### src/rtl/frq_edge_meter_if.sv
// Control/result bundle between a measurement client and frq_edge_meter.
// The client drives the request side; the meter drives the result side.
interface frq_edge_meter_if #(
    parameter int CNT_W = 16
);
    logic [2:0]       gate_sel;
    logic             start;
    logic             continuous;
    logic [CNT_W-1:0] count_out;
    logic             count_valid;
    logic             overflow;
    logic             busy;

    modport master (
        output gate_sel, start, continuous,
        input  count_out, count_valid, overflow, busy
    );

    modport slave (
        input  gate_sel, start, continuous,
        output count_out, count_valid, overflow, busy
    );
endinterface

### src/rtl/frq_edge_meter.sv
// Gated frequency meter: counts synchronized rising edges of the divided clock
// over a 2^(8+gate_sel) cycle window and publishes the count with a valid strobe.
//
// state | meaning
// IDLE  | waiting for start or continuous
// GATE  | window open, gate counter running, rises counted
// DONE  | one-cycle result slot, count_valid high
module frq_edge_meter #(
    parameter int SYNC_STAGES = 2,
    parameter int CNT_W       = 16,
    parameter int GATE_W      = 16
) (
    input  logic              clk,
    input  logic              reset_n,
    input  logic              sig_in,
    frq_edge_meter_if.slave   bus
);

    typedef enum logic [1:0] {
        IDLE = 2'd0,
        GATE = 2'd1,
        DONE = 2'd2
    } state_t;

    state_t                   state;
    logic [SYNC_STAGES-1:0]   sync_q;
    logic                     history_q;
    logic                     rise;
    logic [GATE_W-1:0]        gate_cnt;
    logic [CNT_W-1:0]         edge_cnt;
    logic [CNT_W-1:0]         edge_next;
    logic                     ovf_flag;
    logic                     ovf_next;
    logic                     sat;
    logic [CNT_W-1:0]         count_out_q;
    logic                     count_valid_q;
    logic                     overflow_q;
    logic                     busy_q;

    // Window length minus one, since the terminal cycle is the one seeing zero.
    function automatic logic [GATE_W-1:0] gate_load(input logic [2:0] sel);
        logic [31:0] n;
        n = 32'd1 << (32'd8 + 32'(sel));
        return GATE_W'(n - 32'd1);
    endfunction

    always_ff @(posedge clk or negedge reset_n) begin
        if (!reset_n) begin
            sync_q    <= '0;
            history_q <= 1'b0;
        end else begin
            sync_q    <= {sync_q[SYNC_STAGES-2:0], sig_in};
            history_q <= sync_q[SYNC_STAGES-1];
        end
    end

    assign rise      = sync_q[SYNC_STAGES-1] & ~history_q;
    assign sat       = &edge_cnt;
    assign edge_next = (rise && !sat) ? edge_cnt + CNT_W'(1) : edge_cnt;
    assign ovf_next  = ovf_flag | (rise & sat);

    always_ff @(posedge clk or negedge reset_n) begin
        if (!reset_n) begin
            state         <= IDLE;
            gate_cnt      <= '0;
            edge_cnt      <= '0;
            ovf_flag      <= 1'b0;
            count_out_q   <= '0;
            count_valid_q <= 1'b0;
            overflow_q    <= 1'b0;
            busy_q        <= 1'b0;
        end else begin
            count_valid_q <= 1'b0;
            case (state)
                IDLE: begin
                    if (bus.start || bus.continuous) begin
                        state    <= GATE;
                        gate_cnt <= gate_load(bus.gate_sel);
                        edge_cnt <= '0;
                        ovf_flag <= 1'b0;
                        busy_q   <= 1'b1;
                    end
                end
                GATE: begin
                    edge_cnt <= edge_next;
                    ovf_flag <= ovf_next;
                    // Publish on the terminal edge so the result is visible during DONE,
                    // including any rise that lands in the last window cycle.
                    if (gate_cnt == '0) begin
                        state         <= DONE;
                        count_out_q   <= edge_next;
                        overflow_q    <= ovf_next;
                        count_valid_q <= 1'b1;
                    end else begin
                        gate_cnt <= gate_cnt - GATE_W'(1);
                    end
                end
                DONE: begin
                    if (bus.continuous) begin
                        state    <= GATE;
                        gate_cnt <= gate_load(bus.gate_sel);
                        edge_cnt <= '0;
                        ovf_flag <= 1'b0;
                    end else begin
                        state  <= IDLE;
                        busy_q <= 1'b0;
                    end
                end
                default: begin
                    state  <= IDLE;
                    busy_q <= 1'b0;
                end
            endcase
        end
    end

    assign bus.count_out   = count_out_q;
    assign bus.count_valid = count_valid_q;
    assign bus.overflow    = overflow_q;
    assign bus.busy        = busy_q;

endmodule
### src/flat_wrapper.sv
// flat-port wrapper written by rule: the top's interface ports become plain ports
module frq_edge_meter_flat 
#(
    parameter int SYNC_STAGES = 2,
    parameter int CNT_W       = 16,
    parameter int GATE_W      = 16
)
  (clk, reset_n, sig_in, bus_gate_sel, bus_start, bus_continuous, bus_count_out, bus_count_valid, bus_overflow, bus_busy);
  frq_edge_meter_if #(.CNT_W(CNT_W)) bus_i ();
  input  logic clk;
  input  logic reset_n;
  input  logic sig_in;
  input wire logic [$bits(bus_i.gate_sel)-1:0] bus_gate_sel;
  input wire logic [$bits(bus_i.start)-1:0] bus_start;
  input wire logic [$bits(bus_i.continuous)-1:0] bus_continuous;
  output wire logic [$bits(bus_i.count_out)-1:0] bus_count_out;
  output wire logic [$bits(bus_i.count_valid)-1:0] bus_count_valid;
  output wire logic [$bits(bus_i.overflow)-1:0] bus_overflow;
  output wire logic [$bits(bus_i.busy)-1:0] bus_busy;
  assign bus_i.gate_sel = bus_gate_sel;
  assign bus_i.start = bus_start;
  assign bus_i.continuous = bus_continuous;
  assign bus_count_out = bus_i.count_out;
  assign bus_count_valid = bus_i.count_valid;
  assign bus_overflow = bus_i.overflow;
  assign bus_busy = bus_i.busy;
  frq_edge_meter #(.SYNC_STAGES(SYNC_STAGES), .CNT_W(CNT_W), .GATE_W(GATE_W)) u_core (.clk(clk), .reset_n(reset_n), .sig_in(sig_in), .bus(bus_i));
endmodule
### config.mk
export PLATFORM = sky130hd
export DESIGN_NAME = frq_edge_meter_flat
export DESIGN_NICKNAME = d
export VERILOG_FILES = /design/src/rtl/frq_edge_meter_if.sv /design/src/rtl/frq_edge_meter.sv /design/src/flat_wrapper.sv
export SDC_FILE = /design/constraint.sdc
export NUM_CORES = 1
export LEC_CHECK = 0
export BUFFER_PORTS_ARGS = -buffer_cell sky130_fd_sc_hd__buf_2
export CAP_MARGIN = 20
export CORE_MARGIN = 2
export CORE_UTILIZATION = 35
export DETAILED_ROUTE_END_ITERATION = 7
export PLACE_DENSITY_LB_ADDON = 0.2
export SLEW_MARGIN = 15
export SYNTH_ARGS = -nofsm -noshare
export SYNTH_HDL_FRONTEND = slang
export SYNTH_SLANG_ARGS = --single-unit
### constraint.sdc
create_clock -name clk -period 6 [get_ports clk]
set_clock_uncertainty 0.2 [all_clocks]
set_input_delay 0.6 -clock clk [delete_from_list [all_inputs] [get_ports clk]]
set_output_delay 0.6 -clock clk [all_outputs]
set_load 0.01 [all_outputs]
Yosys cells after proc, flatten, opt, wreduce, memory -nomap -nowiden
Index checks and enable logic that the tools add are counted.
{ "word_totals": {"reg_bits": 57, "latch_bits": 0, "ramBits": 0, "mem_bits_ro": 0, "input_bits": 8, "out_inout_bits": 19, "wordCells": 59, "mem_count": 0} }
{ "classes": {"addsub": 4, "multipliers": 0, "div": 0, "order_cmp": 0, "eq_ne": 7, "shifts": 1, "muxes": 20, "n_bitwise": 5, "n_reduce_logical": 12} }
{ "ops": {"columns": ["operator", "count"], "rows": [
  ["$mux 16", 6],
  ["$pmux 16 s3", 2],
  ["$shl 1x32->16 const A", 1],
  ["$sub 16x1->16 const B", 2],
  ["$add 16x1->16 const B", 1],
  ["$logic_not 16->1", 1],
  ["$reduce_and 16->1", 1],
  ["$mux 1", 7],
  ["$ne 2x2->1 const B", 3],
  ["$pmux 1 s3", 2],
  ["$pmux 2 s3", 1],
  ["$reduce_and 3->1", 2],
  ["$add 4x3->5 const A", 1],
  ["$mux 2", 2],
  ["$ne 2x1->1 const B", 2],
  ["$reduce_and 2->1", 2],
  ["$reduce_and 4->1", 1],
  ["$reduce_bool 3->1", 1],
  ["$and 1x1->1", 2],
  ["$eq 2x1->1 const B", 1],
  ["$eq 2x2->1 const B", 1],
  ["$logic_not 2->1", 1],
  ["$not 1->1", 2],
  ["$logic_and 1x1->1", 1],
  ["3 further kinds", 3]
]} }

Logic depth before layout (Yosys ltp)
Gate-level depths: netlist of the first run.
{ "logic_depth": {"ltp_word": 5, "ltp_mapped": 11} }

Worst setup path before layout of the first run
OpenSTA, ideal clock, no wires.
{ "synth_path": {"path_kind": "reg-to-reg", "start": "register u_core.state[1]", "end": "register u_core.gate_cnt[12]", "setup_time_ps": 66, "t_arrival_ps": 2613, "required_ps": 5734, "slack_ps": 3120, "stages_incl_launch_ff": 12, "path_buffers": 3, "path_cell_list": "dfrtp_1 nor2b_1 clkbuf_1 clkbuf_1 buf_1 nand2_1 ha_1 or3_1 a21boi_0 o21ai_0 nor3b_1 a221o_1"} }
{ "synth_via": {"elab_chain_len": 3, "elab_cells_between_ends": 9, "cone_classes": "eq/ne: 5; mux: 1; reduce/logical: 3"} }
{ "synth_rtl": {"columns": ["item", "line", "rtl"], "rows": [
  ["start: declaration", "frq_edge_meter.sv:25", "state_t state;"],
  ["start signal: assignment", "frq_edge_meter.sv:64", "state <= IDLE;"],
  ["start signal: assignment", "frq_edge_meter.sv:77", "state <= GATE;"],
  ["start signal: assignment", "frq_edge_meter.sv:90", "state <= DONE;"],
  ["$eq 2x1->1 (tied with other cells)", "frq_edge_meter.sv:74", "case (state)"],
  ["$ne 2x2->1 (no source line) (tied with other cells)", null, null],
  ["$reduce_and 4->1 (no source line)", null, null],
  ["end signal: assignment", "frq_edge_meter.sv:78", "gate_cnt <= gate_load(bus.gate_sel);"],
  ["end signal: assignment", "frq_edge_meter.sv:95", "gate_cnt <= gate_cnt - GATE_W'(1);"],
  ["end signal: assignment", "frq_edge_meter.sv:101", "gate_cnt <= gate_load(bus.gate_sel);"],
  ["end: declaration", "frq_edge_meter.sv:29", "logic [GATE_W-1:0] gate_cnt;"]
]} }
Several ways; a longest one is shown, not always the timed one.
A chain may end at the register's enable or synchronous reset.

Worst setup path after layout of the first run
{ "layout_path": {"start": "register u_core.gate_cnt[11]", "end": "register u_core.gate_cnt[12]"} }
{ "layout_via": {"elab_chain_len": 3, "elab_cells_between_ends": 6, "cone_classes": "add/sub: 1; eq/ne: 1; mux: 2; reduce/logical: 2"} }
{ "layout_rtl": {"columns": ["item", "line"], "rows": [
  ["$sub 16x1->16 / $logic_not 16->1 (equally long branches)", "frq_edge_meter.sv:95, frq_edge_meter.sv:89"],
  ["$mux 16 / $ne 2x2->1 (equally long branches)", null],
  ["$pmux 16 s3 / $reduce_and 4->1 (equally long branches)", null]
]} }
Several ways; a longest one is shown, not always the timed one. The select of a mux whose other input is x is not followed.

==> summary.md, run 1 <==
| Metric | Value |
|---|---|
| Highest Signal Layer | `met4` |
| DRT iter0 DRCs | `approximately 80` |
| PwrDens | `around 310 nW/um2` |
| Worst Path Required | `between 6 and 7 ns` |
| Final setup TNS | `0 ns` |
| DRT Wirelength | `approximately 7.3 mm` |
| Final-stage net count | `390` |
| DR vias/cell | `about 5.6` |
| Synth area leader | `dfrtp_1` |
| Num CTS Buffers | `9` |
| Max transition margin | `0.3316` |
| Register Area | `1426 um2` |
| Main combinational cell family by area after synthesis | `simple AND/OR/NAND/NOR gates` |
| Clock transition at path regs | `approximately 0.060 ns` |
| Post-synthesis cell type count | `55` |
| Remaining antenna violation count | `0` |
| Min Hold Slack | `between 0.15 and 0.2 ns` |
| Synth top area share | `0.4460` |
| Worst r2r src | `u_core.gate_cnt[11]` |
| Synth Area in Adders | `0.007825` |
| HP Class | `reg -> reg` |
| EDFF count, synth | `0` |
| Syn avg cell area | `8.786 um2` |
| Slowest-stage cell, CP | `nor4_1` |
| Syn Inst Count | `around 360` |
| CTS Sinks | `between 50 and 60` |
| Total grt overflow | `0` |
| Max_cap viols | `0` |
| CTS tree | `yes` |
| GPL Wtd Cong | `0.8637` |
| Met2 Wirelength | `between 3 and 4 mm` |
| Initial antenna violation count | `0` |
| Starting Density | `0.3632` |
| Fillers | `around 870` |
| Setup bufs post-CTS | `0` |
| H-tree depth | `3` |
| Start point of the critical path | `u_core.gate_cnt[11]` |
| Critical path capture point type | `register` |
| Yosys warns | `0` |
| Routed length on met3 | `about 330 um` |
| Synthesized flop and latch total | `between 50 and 60` |
| Worst vdd ir | `166.0 uV` |
| DRC Markers | `0` |
| Worst-margin pin slew | `1.003 ns` |
| Min-delay src | `u_core.sync_q[0]` |
| Ratio of cells with drive above 1 in the final layout | `0.1351` |
| First-pass GRT wire length | `~12 mm` |
| Compound-Gate Fraction of Synth Area | `0.2289` |
| Vias | `approximately 2.8k` |
| Vias in the first global route | `around 2.6k` |
| Clock Latency Late Sink | `around 0.34 ns` |
| Largest net degree at the start of global routing | `just under 60` |
| # port buffers | `26` |
| RSZ-0062 raised after global routing | `no` |
| Final period utilization | `0.4447` |
| Top post-synthesis cells by area | `dfrtp_1 45%, o21ai_0 6.4%, a21oi_1 4.7%` |
| CP cell instances | `nor4_1 > nand2b_1 > o41a_1 > o211a_1 > a221o_1` |
| Xor and xnor area share after synthesis | `0.04108` |
| Area Overhead vs Synth | `12.25%` |
| Status | `finished clean` |
| Multiplexer area fraction after synthesis | `0.003130` |
| Kind of critical path | `reg -> reg` |
| Detail Placement HPWL | `between 4 and 5 mm` |
| Sequential fraction of the synthesis area | `0.4460` |
| Resized cells post-CTS | `0` |
| Cts hold-fix bufs | `0` |
| Worst path arrival time | `about 2.7 ns` |
| Post-Synthesis Net Count | `between 300 and 400` |
| Diode count | `0` |
| Mapped cell area | `3198 um2` |
| Final min period | `about 2.7 ns` |
| I/O pin cnt | `27` |
| Die Width | `approximately 100 um` |
| GRT Util Overall | `0.1564` |
| Synth Flop Type | `dfrtp_1` |
| Synth async-reset ratio | `1.000` |
| Final hold vios | `0` |
| Slew Viols, Final | `0` |
| DR pass1 iterations | `5` |
| CTS Root Cell | `clkbuf_8` |
| Metal-1 WL | `3.467 mm` |
| Crit start category | `register` |
| Final setup fails | `0` |
| Post-route core utilization | `0.4076` |
| CTS max path bufs | `2` |
| Die span in y | `between 90 and 100 um` |
| # rows | `34` |
| Highest clock rate | `approximately 370 MHz` |
| Crit path buf inv count | `0` |
| Multi-input gate area | `~1600 um2` |
| Post-Synth Simple-Gate Area | `0.2300` |
| Largest delay share family, worst path | `compound AO/OA/AOI/OAI gates` |
| Max incr delay on CP | `approximately 0.62 ns` |
| DIE AREA | `about 9900 um2` |
| Core area | `8806 um2` |
| Worst Path Max Fanout | `21` |
| Lkg Pwr | `1.576 nW` |
| Routed WL per cell | `14.91 um` |
## power by group
part	internal, mW	leakage, nW	switching (mW)
logic	0.0881	0.735	0.102
clock network	0.213	0.109	0.156
registers	0.443	0.731	0.0942
## final cells by class
type | count | area share
inverters | 9 | 0.009411
flip-flops and latches | 57 | 0.3974
clock inverters | 5 | 0.01499
well taps | 108 | 0.03764
repair buffers | 29 | 0.04252
clock buffers | 11 | 0.04217
multi-input cells | 274 | 0.4559
## path summary, 6_finish.rpt
check	endpoint	slack, ns	depth (start not counted)
max in group asynchronous	u_core.sync_q[0]	4.90	2
max	u_core.gate_cnt[12]	3.33	5
min	u_core.sync_q[1]	0.15	0
max reg2reg	u_core.gate_cnt[12]	3.33	5
min in group asynchronous	u_core.bus.count_out[14]	0.17	2
min reg2reg	u_core.sync_q[1]	0.15	0
## cells by family (layout without fill, tap and decap cells)
group	Yosys count	in the layout
AND/OR/NAND/NOR	137	137
AO/OA/AOI/OAI	119	119
flip-flops	57	57
buffers and inverters	33	54
XOR/XNOR	15	15
adder cells (fa/ha/maj)	2	2
multiplexers	1	1
## per-stage QoR
stage	setup slack, ns	area [um2]	power [mW]	std cells
after floorplan	3.120	3198	0.6710	364
after global placement	3.436	3385	0.7332	477
after detailed placement	3.340	3385	0.7318	477
after CTS	3.327	3590	1.108	493
after global routing	3.114	3590	1.166	493
final	3.332	3590	1.096	493
## layer usage
layer | GRT usage | vias up
met2 | 0.2453 | 71
li1 | - | 1368
met5 | 0 | -
met1 | 0.2090 | 1314
met3 | 0.03654 | 8
met4 | 0.06217 | 0
## state kept, by name, summed over array words and instances, names as in the netlist
name,flops
u_core.bus.count_out,16
u_core.gate_cnt,16
u_core.history_q,1
u_core.state,2
u_core.bus.count_valid,1
u_core.edge_cnt,16
u_core.bus.busy,1
u_core.sync_q,2
u_core.ovf_flag,1
u_core.bus.overflow,1
## worst register-to-register path, stage by stage, from the launching register on
cell and delay [ns]:
dfrtp_1 0.41, nor4_1 0.62, nand2b_1 0.15, o41a_1 0.62, o211a_1 0.25, a221o_1 0.31
## synth_stat cells (all sizes together), types with 4 or more instances
| cell | n |
|---|---|
| clkbuf | 16 |
| or3 | 4 |
| nor3b | 6 |
| dfrtp | 57 |
| and2 | 5 |
| inv | 9 |
| a21oi | 30 |
| nor3 | 14 |
| nand2 | 40 |
| buf | 8 |
| nand3 | 12 |
| a21o | 4 |
| and4 | 5 |
| nand4 | 6 |
| o21ai | 41 |
| a31oi | 10 |
| nand2b | 5 |
| xnor2 | 13 |
| and3 | 5 |
| o22ai | 5 |
| nor2 | 22 |
## layout by cell type (no fill, tap or decap), drive strengths merged, types with 3 or more instances in the layout
master,Yosys,routed
dfrtp,57,57
o21ai,41,41
nand2,40,40
a21oi,30,30
buf,8,29
nor2,22,22
nor3,14,14
xnor2,13,13
nand3,12,12
clkbuf,16,11
a31oi,10,10
inv,9,9
nand4,6,6
nor3b,6,6
nand2b,5,5
o22ai,5,5
and2,5,5
and3,5,5
and4,5,5
or3,4,4
a21o,4,4
clkinv,0,4
a22o,3,3
a311oi,3,3
a41oi,3,3
nor4,3,3
nor2b,3,3
or4,3,3
(Power assumes the default switching activity.)
==> inputs of run 2 (changes only) <==
==> constraint.sdc (replaced) <==
create_clock -name clk -period 2.7 [get_ports clk]
set_clock_uncertainty 0.2 [all_clocks]
set_input_delay 0.27 -clock clk [delete_from_list [all_inputs] [get_ports clk]]
set_output_delay 0.27 -clock clk [all_outputs]
set_load 0.01 [all_outputs]
==> summary.md, run 2 (synthesized netlist as in run 1, its figures left out) <==
| Metric | Value |
|---|---|
| Status | `finished clean` |
| Total grt overflow | `0` |
| Sequential Power Share | `0.481` |
| Worst Path Max Fanout | `16` |
| Remaining antenna violation count | `0` |
| Critical path capture point type | `register` |
| Total power | `around 2.5 mW` |
| Final-stage net count | `about 400` |
| RSZ-0062 raised after global routing | `no` |
| Min Hold Slack | `approximately 0.061 ns` |
| Sw Ratio | `0.3278` |
| CTS Sinks | `57` |
| Worst Path Required | `2.72 ns` |
| Min-delay src | `bus_continuous` |
| Resized cells post-CTS | `0` |
| Final setup TNS | `0 ns` |
| Vias in the first global route | `~2.7k` |
| Max incr delay on CP | `~0.63 ns` |
| Worst vdd ir | `237.5 uV` |
| Starting Density | `0.3632` |
| Worst path arrival time | `approximately 2.6 ns` |
| Final setup fails | `0` |
| Clock transition at path regs | `0.07 ns` |
| Worst r2r src | `u_core.state[1]` |
| Register Area | `1426 um2` |
| DIE AREA | `approximately 9900 um2` |
| Setup WS post-layout | `0.1639 ns` |
| Crit path buf inv count | `0` |
| Logic pwr share | `0.191` |
| Die Width | `99.59 um` |
| Fillers | `between 800 and 900` |
| Lkg Pwr | `between 1.5 and 2 nW` |
| Worst slack at placement | `between 0.15 and 0.2 ns` |
| # port buffers | `26` |
| Largest net degree at the start of global routing | `58` |
| Commonest non-fill, non-tap cell in the layout | `dfrtp_1` |
| I/O pin cnt | `27` |
| CP cell instances | `nor4b_2 > nand3_2 > o41a_1 > o211a_1 > a221o_1` |
| CTS max path bufs | `2` |
| Vias | `~2.8k` |
| HP Class | `in -> reg` |
| Start point of the critical path | `u_core.state[1]` |
| Fin area | `3682 um2` |
| Initial antenna violation count | `0` |
| Ratio of cells with drive above 1 in the final layout | `0.1583` |
| CTS tree | `yes` |
| Slowest-stage cell, CP | `o41a_1` |
| Setup bufs post-CTS | `0` |
| Die span in y | `around 100 um` |
| Most frequent cells in the layout | `57 x dfrtp_1, 41 x o21ai_0, 40 x nand2_1, 30 x a21oi_1, 26 x buf_2` |
| Area Overhead vs Synth | `15.14%` |
| # rows | `34` |
| Num CTS Buffers | `9` |
| Worst-margin pin slew | `~0.73 ns` |
| DRC Markers | `0` |
| PwrDens | `around 670 nW/um2` |
| DR vias/cell | `about 5.5` |
| Slew Viols, Final | `0` |
| Crit start category | `register` |
| Clock Latency Late Sink | `0.34 ns` |
| DRT iter0 DRCs | `between 150 and 200` |
| Cts hold-fix bufs | `2` |
| Max_cap viols | `0` |
| DRT Wirelength | `7.902 mm` |
| Clk pwr share | `0.328` |
| Highest clock rate | `just under 400 MHz` |
| Max transition margin | `0.5105` |
| First-pass GRT wire length | `about 13 mm` |
| Multi-input gate area | `1637 um2` |
| DR pass1 iterations | `4` |
| GPL Wtd Cong | `~0.85` |
| Detail Placement HPWL | `around 5.4 mm` |
| Placed inst area | `between 3000 and 4000 um2` |
| CTS Root Cell | `clkbuf_8` |
| Kind of critical path | `reg -> reg` |
| Routed WL per cell | `15.62 um` |
| Switch Pwr | `0.8042 mW` |
| Internal | `1.649 mW` |
| Final period utilization | `0.9393` |
| Diode count | `0` |
| H-tree depth | `3` |
| Final hold vios | `0` |
| Core area | `around 8800 um2` |
| Final min period | `2.536 ns` |
| Largest delay share family, worst path | `compound AO/OA/AOI/OAI gates` |
| GRT Util Overall | `0.1669` |
## run 2: worst min-delay path: stages
cell and delay, ns:
buf_2 0.10, a2bb2oi_1 0.06, o22ai_1 0.12
## run 2: layout make-up
cell class	count	share of cell area
repair buffers	42	0.06932
inverters	9	0.009174
well taps	108	0.03670
flip-flops and latches	57	0.3874
clock inverters	6	0.01563
multi-input cells	274	0.4444
clock buffers	10	0.03738
## run 2: power by group through the flow
| stage | combinational [mW] | clock, mW | sequential, mW |
|---|---|---|---|
| 5_1_grt | 0.537 | 0.864 | 1.21 |
| 3_3_place_gp | 0.461 | 0 | 1.19 |
| 6_report | 0.469 | 0.804 | 1.18 |
| 3_5_place_dp | 0.468 | 0 | 1.19 |
| 2_1_floorplan | 0.355 | 0 | 1.14 |
| 4_1_cts | 0.471 | 0.823 | 1.18 |
## run 2: routing by layer
| layer | share of wire | GRT usage |
|---|---|---|
| met1 | 0.48 | 0.2181 |
| met2 | 0.46 | 0.2687 |
| met3 | 0.038 | 0.02952 |
| met4 | 0.023 | 0.07903 |
| met5 | 0 | 0 |
## run 2: worst paths after layout
| kind | cells past startpoint | end | slack (ns) |
|---|---|---|---|
| worst min-delay path | 3 | u_core.bus.busy | 0.06 |
| max in group asynchronous | 3 | u_core.edge_cnt[7] | 1.40 |
| worst max-delay path | 5 | u_core.gate_cnt[12] | 0.16 |
| worst min register to register | 0 | u_core.sync_q[1] | 0.15 |
| worst max register to register | 5 | u_core.gate_cnt[12] | 0.16 |
| min in group asynchronous | 3 | u_core.bus.count_out[14] | 0.39 |
## run 2: per-stage QoR
step	cells	utilization
2_1_floorplan	364	-
3_3_place_gp	488	0.3937
3_5_place_dp	488	0.3937
4_1_cts	506	0.4182
5_1_grt	506	0.4182
6_report	506	0.4182
